`config.mk`:
```
export PLATFORM = sky130hd
export DESIGN_NAME = reg_file_param
export DESIGN_NICKNAME = d
export VERILOG_FILES = /design/src/rtl/reg_file_param.sv
export SDC_FILE = /design/constraint.sdc
export NUM_CORES = 1
export LEC_CHECK = 0
export ABC_AREA = 1
export BUFFER_PORTS_ARGS = -buffer_cell sky130_fd_sc_hd__buf_2
export CORE_UTILIZATION = 45
export DETAILED_ROUTE_END_ITERATION = 8
export PLACE_DENSITY = 0.68
export SLEW_MARGIN = 25
export SYNTH_ARGS = -nofsm -noshare
export SYNTH_HDL_FRONTEND = slang
export SYNTH_SLANG_ARGS = --single-unit
export TNS_END_PERCENT = 5
```
`constraint.sdc`:
```
create_clock -name clk -period 1.55 [get_ports clk]
set_input_delay 0.0775 -clock clk [delete_from_list [all_inputs] [get_ports clk]]
set_output_delay 0.0775 -clock clk [all_outputs]
set_load 0.02 [all_outputs]
```
`src/rtl/reg_file_param.sv`:
```
// rtl/reg_file_param.sv - parametrised register file with two read ports, INC and multi-cycle CLRALL
module reg_file_param #(
  parameter  int WIDTH = 8,
  parameter  int DEPTH = 4,
  localparam int AW    = (DEPTH > 1) ? $clog2(DEPTH) : 1
) (
  input  logic             clk,
  input  logic             Reset,
  input  logic [WIDTH-1:0] A,
  input  logic             RegCE,
  input  logic [1:0]       Op,
  input  logic [AW-1:0]    RegNum,
  input  logic [AW-1:0]    RdAddrA,
  input  logic [AW-1:0]    RdAddrB,
  output logic [WIDTH-1:0] OutA,
  output logic [WIDTH-1:0] OutB,
  output logic             Busy,
  output logic             Carry
);

  localparam logic [1:0] OP_NOP    = 2'b00;
  localparam logic [1:0] OP_WRITE  = 2'b01;
  localparam logic [1:0] OP_INC    = 2'b10;
  localparam logic [1:0] OP_CLRALL = 2'b11;
  localparam logic [AW-1:0] LAST_IDX = AW'(DEPTH - 1);

  typedef enum logic {IDLE, CLEAR} state_t;

  state_t           state;
  state_t           state_next;
  logic [AW-1:0]    idx;
  logic [WIDTH-1:0] regs [DEPTH];
  logic             accept;
  logic             sel_hit;
  logic [WIDTH-1:0] sel_val;
  logic [WIDTH-1:0] inc_val;

  // Out-of-range addresses match no entry and therefore read zero.
  always_comb begin
    OutA    = '0;
    OutB    = '0;
    sel_hit = 1'b0;
    sel_val = '0;
    for (int i = 0; i < DEPTH; i++) begin
      if (RdAddrA == AW'(i)) OutA = regs[i];
      if (RdAddrB == AW'(i)) OutB = regs[i];
      if (RegNum == AW'(i)) begin
        sel_hit = 1'b1;
        sel_val = regs[i];
      end
    end
  end

  assign inc_val = sel_val + WIDTH'(1);
  assign Busy    = (state == CLEAR);

  always_comb begin
    state_next = state;
    accept     = 1'b0;
    case (state)
      IDLE: begin
        accept = RegCE;
        if (RegCE && Op == OP_CLRALL && DEPTH > 1) state_next = CLEAR;
      end
      CLEAR: begin
        if (idx == LAST_IDX) state_next = IDLE;
      end
      default: state_next = IDLE;
    endcase
  end

  always_ff @(posedge clk) begin
    if (Reset) begin
      state <= IDLE;
      idx   <= '0;
      Carry <= 1'b0;
      for (int i = 0; i < DEPTH; i++) regs[i] <= '0;
    end else begin
      state <= state_next;
      if (state == CLEAR) begin
        for (int i = 0; i < DEPTH; i++) begin
          if (idx == AW'(i)) regs[i] <= '0;
        end
        idx <= (idx == LAST_IDX) ? '0 : idx + AW'(1);
      end else if (accept) begin
        case (Op)
          OP_NOP: ;
          OP_WRITE: begin
            for (int i = 0; i < DEPTH; i++) begin
              if (RegNum == AW'(i)) regs[i] <= A;
            end
          end
          OP_INC: begin
            // Carry reports the pre-increment all-ones condition, only for valid targets.
            if (sel_hit) begin
              Carry <= &sel_val;
              for (int i = 0; i < DEPTH; i++) begin
                if (RegNum == AW'(i)) regs[i] <= inc_val;
              end
            end
          end
          OP_CLRALL: begin
            regs[0] <= '0;
            Carry   <= 1'b0;
            if (DEPTH > 1) idx <= AW'(1);
          end
        endcase
      end
    end
  end

endmodule

```
# ---- Word level (Yosys, flattened, before mapping)
# Memory sizes are Yosys's and may differ from the RTL's.
# Index checks and enable logic that the tools add are counted.
dict set report classes {
  n_reduce_logical 11
  n_eq_ne 16
  bitwise_logic 14
  n_addsub 2
  mux 109
}
# cell n
set op_table {}
lappend op_table {{$mux W8} 25}
lappend op_table {{$mux W1} 78}
lappend op_table {{$eq A2 B2 Y1 const B} 10}
lappend op_table {{$or A1 B1 Y1} 13}
lappend op_table {{$eq A2 B1 Y1 const B} 5}
lappend op_table {{$add A8 B1 Y8 const B} 1}
lappend op_table {{$logic_not A2 Y1} 4}
lappend op_table {{$mux W2} 4}
lappend op_table {{$reduce_and A8 Y1} 1}
lappend op_table {{$reduce_bool A2 Y1} 3}
lappend op_table {{$pmux W1 S2} 2}
lappend op_table {{$reduce_and A4 Y1} 1}
lappend op_table {{$add A2 B1 Y2 const B} 1}
lappend op_table {{$ne A2 B2 Y1 const B} 1}
lappend op_table {{$reduce_and A2 Y1} 1}
lappend op_table {{$logic_and A1 B1 Y1} 1}
lappend op_table {{$not A1 Y1} 1}
dict set report totals {
  ram_bits 32
  word_cells 156
  mem_count 1
  ff_bits 4
  input_bits 19
}
# memory words word_bits rd rd_ports_with_merged_regs wr line
set mem_list {}
lappend mem_list {regs 4 8 4 0 4 32} ;# logic [WIDTH-1:0] regs [DEPTH];

# ---- Longest topological paths before layout
dict set report depth {
  word_depth 13
  ltp_mapped 12
}

# ---- Worst setup path after synthesis
# OpenSTA, ideal clock, no wires.
dict set report synth_timing {
  path_kind {flip-flop to flip-flop}
  startpoint {register state (netlist: Busy)}
  endpoint {memory regs[1][0] (enable)}
  path_slack_ps -37
  synth_period_minus_slack_ps 1587
  path_buffers 0
  path_stages_with_launch 6
  arrival_time_ps 1236
  path_cell_list {dfxtp_1 inv_2 nand3_1 nor2_4 nand2_1 nand4_1}
}
# item line
set synth_lines {}
lappend synth_lines {{start, declared} 29} ;# state_t state;
lappend synth_lines {{start signal, assigned} 79} ;# state <= state_next;
lappend synth_lines {{end, declared} 32}

==> key figures <==
CTS
  • CTS tree: yes
  • Later-pin clock latency in the skew report: roughly 0.30 ns
  • Clock Tree Buf Depth: 2
  • Root Driver: clkbuf_8
  • H-Tree Depth: 2
  • CTS clk-pin slew, worst paths: approximately 0.080 ns
  • CTS Buf Count: 5
  • Num Clock Sinks: 36
  • # hold bufs at CTS: 0

Die
  • I/O pin total: 37
  • Starting Density: between 40% and 50%
  • Site Rows: 27
  • Core area: ~5500 um2
  • Die Ht: approximately 80 um
  • Die ar.: 6049 um2
  • Die width: just under 80 um

Global routing
  • Grt total ovfl: 0
  • First-pass GRT wire length: approximately 15 mm
  • Initial antenna violation count: 0
  • Number of global-route vias before repair: between 2000 and 3000
  • GR Util All Layers: 32.09%
  • Largest net degree at the start of global routing: 13

Synth
  • Count of different cell masters after synthesis: 35
  • Number of synthesized flops with an enable pin: 16
  • Ys flop type: dfxtp_1
  • Cells after Synth: around 380
  • Synthesized cell area: 2584 um2
  • Post-Syn Area per Cell: between 6 and 7 um2
  • Yosys warning count: 0
  • Flops & latches, synth: 36
  • Post-synth ARST share: 0%
  • Post-synthesis sequential area ratio: roughly a third
  • Post-synth net total: around 400

Power
  • VDD IR max: ~0.5 mV
  • Logic pwr share: between 20 and 30%
  • Sw frac: between 30 and 40%
  • P per Cell Area: 747.8 nW/um2
  • Pleak: between 0.0015 and 0.002 uW
  • Reg power frac: between 30% and 40%
  • P_sw: between 800 and 900 uW
  • Internal: 1839 uW
  • Clock share of power: between 30% and 40%

Detailed routing
  • Routed Antenna Nets: 0
  • DRT iter0 DRCs: approximately 180
  • Total Wirelength: approximately 9.4 mm
  • WL/cell: roughly 17 um
  • DRC Markers: 0
  • Via count: between 3000 and 4000
  • Drt pass-1 iters: 5
  • Drt via density: between 5 and 6

Timing
  • Clock skew: 0.01022 ns
  • Endpoints failing setup: 15
  • Final worst slack: -0.1219 ns
  • Crit share post-route: 107.9%
  • RSZ-0062 raised after global routing: true
  • Hold Slack: around 0.087 ns
  • Worst relative slew slack: 58.00%
  • Slew Viols, Final: 0
  • Slew @ Worst Pin: between 0.6 and 0.7 ns
  • Setup TNS: -0.7904 ns
  • Final hold violation count: 0
  • Max frequency: 0.5981 GHz
  • Fin crit period: approximately 1.7 ns

Worst setup path
  • CP Class: flop to flop
  • Crit Path Max Fanout: 5
  • Critical Path AT: 1.71 ns
  • Slowest cell on crit path: edfxtp_1
  • Critical path launch point type: flop
  • Crit-path cells: o21ai_0 > nand2_1 > a21oi_2 > nor2_4 > buf_6 > xnor2_4 > o22ai_1
  • CP required: 1.59 ns
  • Endpoint class of the critical path: flop
  • Worst path max stage delay: ~0.42 ns

Cells and area
  • N_diodes: 0
  • Final instance area: roughly 3600 um2
  • Syn-to-layout area delta: 40.15%
  • Post-layout nets: about 500
  • Layout cells sized above 1: about a third

Outcome
  • Failing checks: setup timing
  • Status: complete, but fails checks

Placed design
  • Placed Instance Area: between 3000 and 4000 um2
  • GP Congestion: between 0.9 and 1
  • Port Buf Inserts: 36
  • HPWL Detailed: 7.422 mm

Hold path
  • Min-delay worst type: input pin to flop

Job
  • Max Cap Viol: 0
==> sequential cells by signal (all words and copies together), names as in the netlist <==
name,count
idx,2
Busy,1
Carry,1
regs,32
==> cells in the final DEF (no fill, tap or decap), types with 4 or more instances in the layout <==
cell,synthesis,final
nand3_2,2,5
inv_1,62,61
dfxtp_2,0,4
nor2_4,3,6
nand2_1,73,65
buf_4,1,65
nand2_2,9,17
a21oi_1,27,25
o22ai_1,28,26
buf_2,1,36
edfxtp_1,16,16
o21ai_0,33,25
clkbuf_8,0,5
dfxtp_1,20,16
nand3_1,26,21
ha_1,5,4
inv_2,7,7
nor2_1,31,28
o21ai_1,4,12
==> critical path: cells and delay by family (launching register included) <==
kind,cells,cell delay [ns]
simple gates,2,0.19
flops,1,0.42
xor+xnor,1,0.19
compound gates,3,0.49
buf+inv,1,0.13
==> Yosys cell counts, types with 2 or more instances <==
master	count	area share (%)
nand2_1	73	11
inv_1	62	9.0
o21ai_0	33	6.4
nor2_1	31	4.5
o22ai_1	28	6.8
a21oi_1	27	5.2
nand3_1	26	5.0
dfxtp_1	20	15
edfxtp_1	16	19
nand2_2	9	2.2
inv_2	7	1.0
ha_1	5	2.4
o21ai_1	4	0.77
a31oi_1	3	0.73
nor2_2	3	0.73
nor2_4	3	1.3
o21a_1	3	0.87
a221oi_1	2	0.68
nand2_4	2	0.87
nand3_2	2	0.77
nand3b_1	2	0.58
nand4_1	2	0.48
o2111ai_1	2	0.68
==> final cells by class <==
cell class              instances  area, um2
inverters                      69      261.5
fillers                       508       1886
clock inverters                 3      42.54
multi-input cells             269       1562
repair buffers                104      710.7
well taps                      72      90.09
clock buffers                   5      68.82
flip-flops and latches         36      885.9
==> per-layer routing <==
metal  part of all wire (%)  global-route usage [%]  wire [um]
met1                     44                   41.07       4072
met2                     48                   55.49       4470
met3                    6.3                   4.353        593
met4                    2.4                   10.00        223
met5                      0                       0          0
==> stage by stage <==
step | cells | worst slack (ns) | utilization, % | power (uW)
finish | 558 | -0.1219 | 65.76 | 2708
global route | 558 | -0.1821 | 65.76 | 2835
CTS | 555 | -0.07601 | 62.92 | 2659
detailed placement | 545 | -0.1395 | 60.24 | 1812
global placement | 545 | -0.1268 | 60.24 | 1805
floorplan | 377 | 0.01397 | - | 1478
==> logic make-up after synthesis <==
kind of cell             synth area share [%]
XOR/XNOR                               0.6297
AO/OA/AOI/OAI                           23.78
buffers and inverters                   10.94
flip-flops                              34.09
AND/OR/NAND/NOR                         28.13
adder cells (fa/ha/maj)                 2.421
==> power by group through the flow <==
stage	registers, uW	clock network, uW	logic [uW]
after detailed placement	1100	0	711
final	1080	844	783
after CTS	1080	855	724
after global placement	1100	0	705
after floorplan	1100	0	380
after global routing	1090	899	848
==> worst paths after layout <==
path         cells after the start          to        from  slack [ns]
min reg2reg                      2       Carry       Carry        0.47
max                              7  regs[1][3]  regs[0][2]       -0.12
max reg2reg                      7  regs[1][3]  regs[0][2]       -0.12
min                              3  regs[2][7]        A[7]        0.09
==> repair_timing <==
item | in CTS | in global routing
buffers inserted | 2 | 3
pin swaps | 8 | 12
gates resized for setup | 11 | 34
endpoints found under the setup margin | 21 | 43
Power figures use the tool's default switching activity.
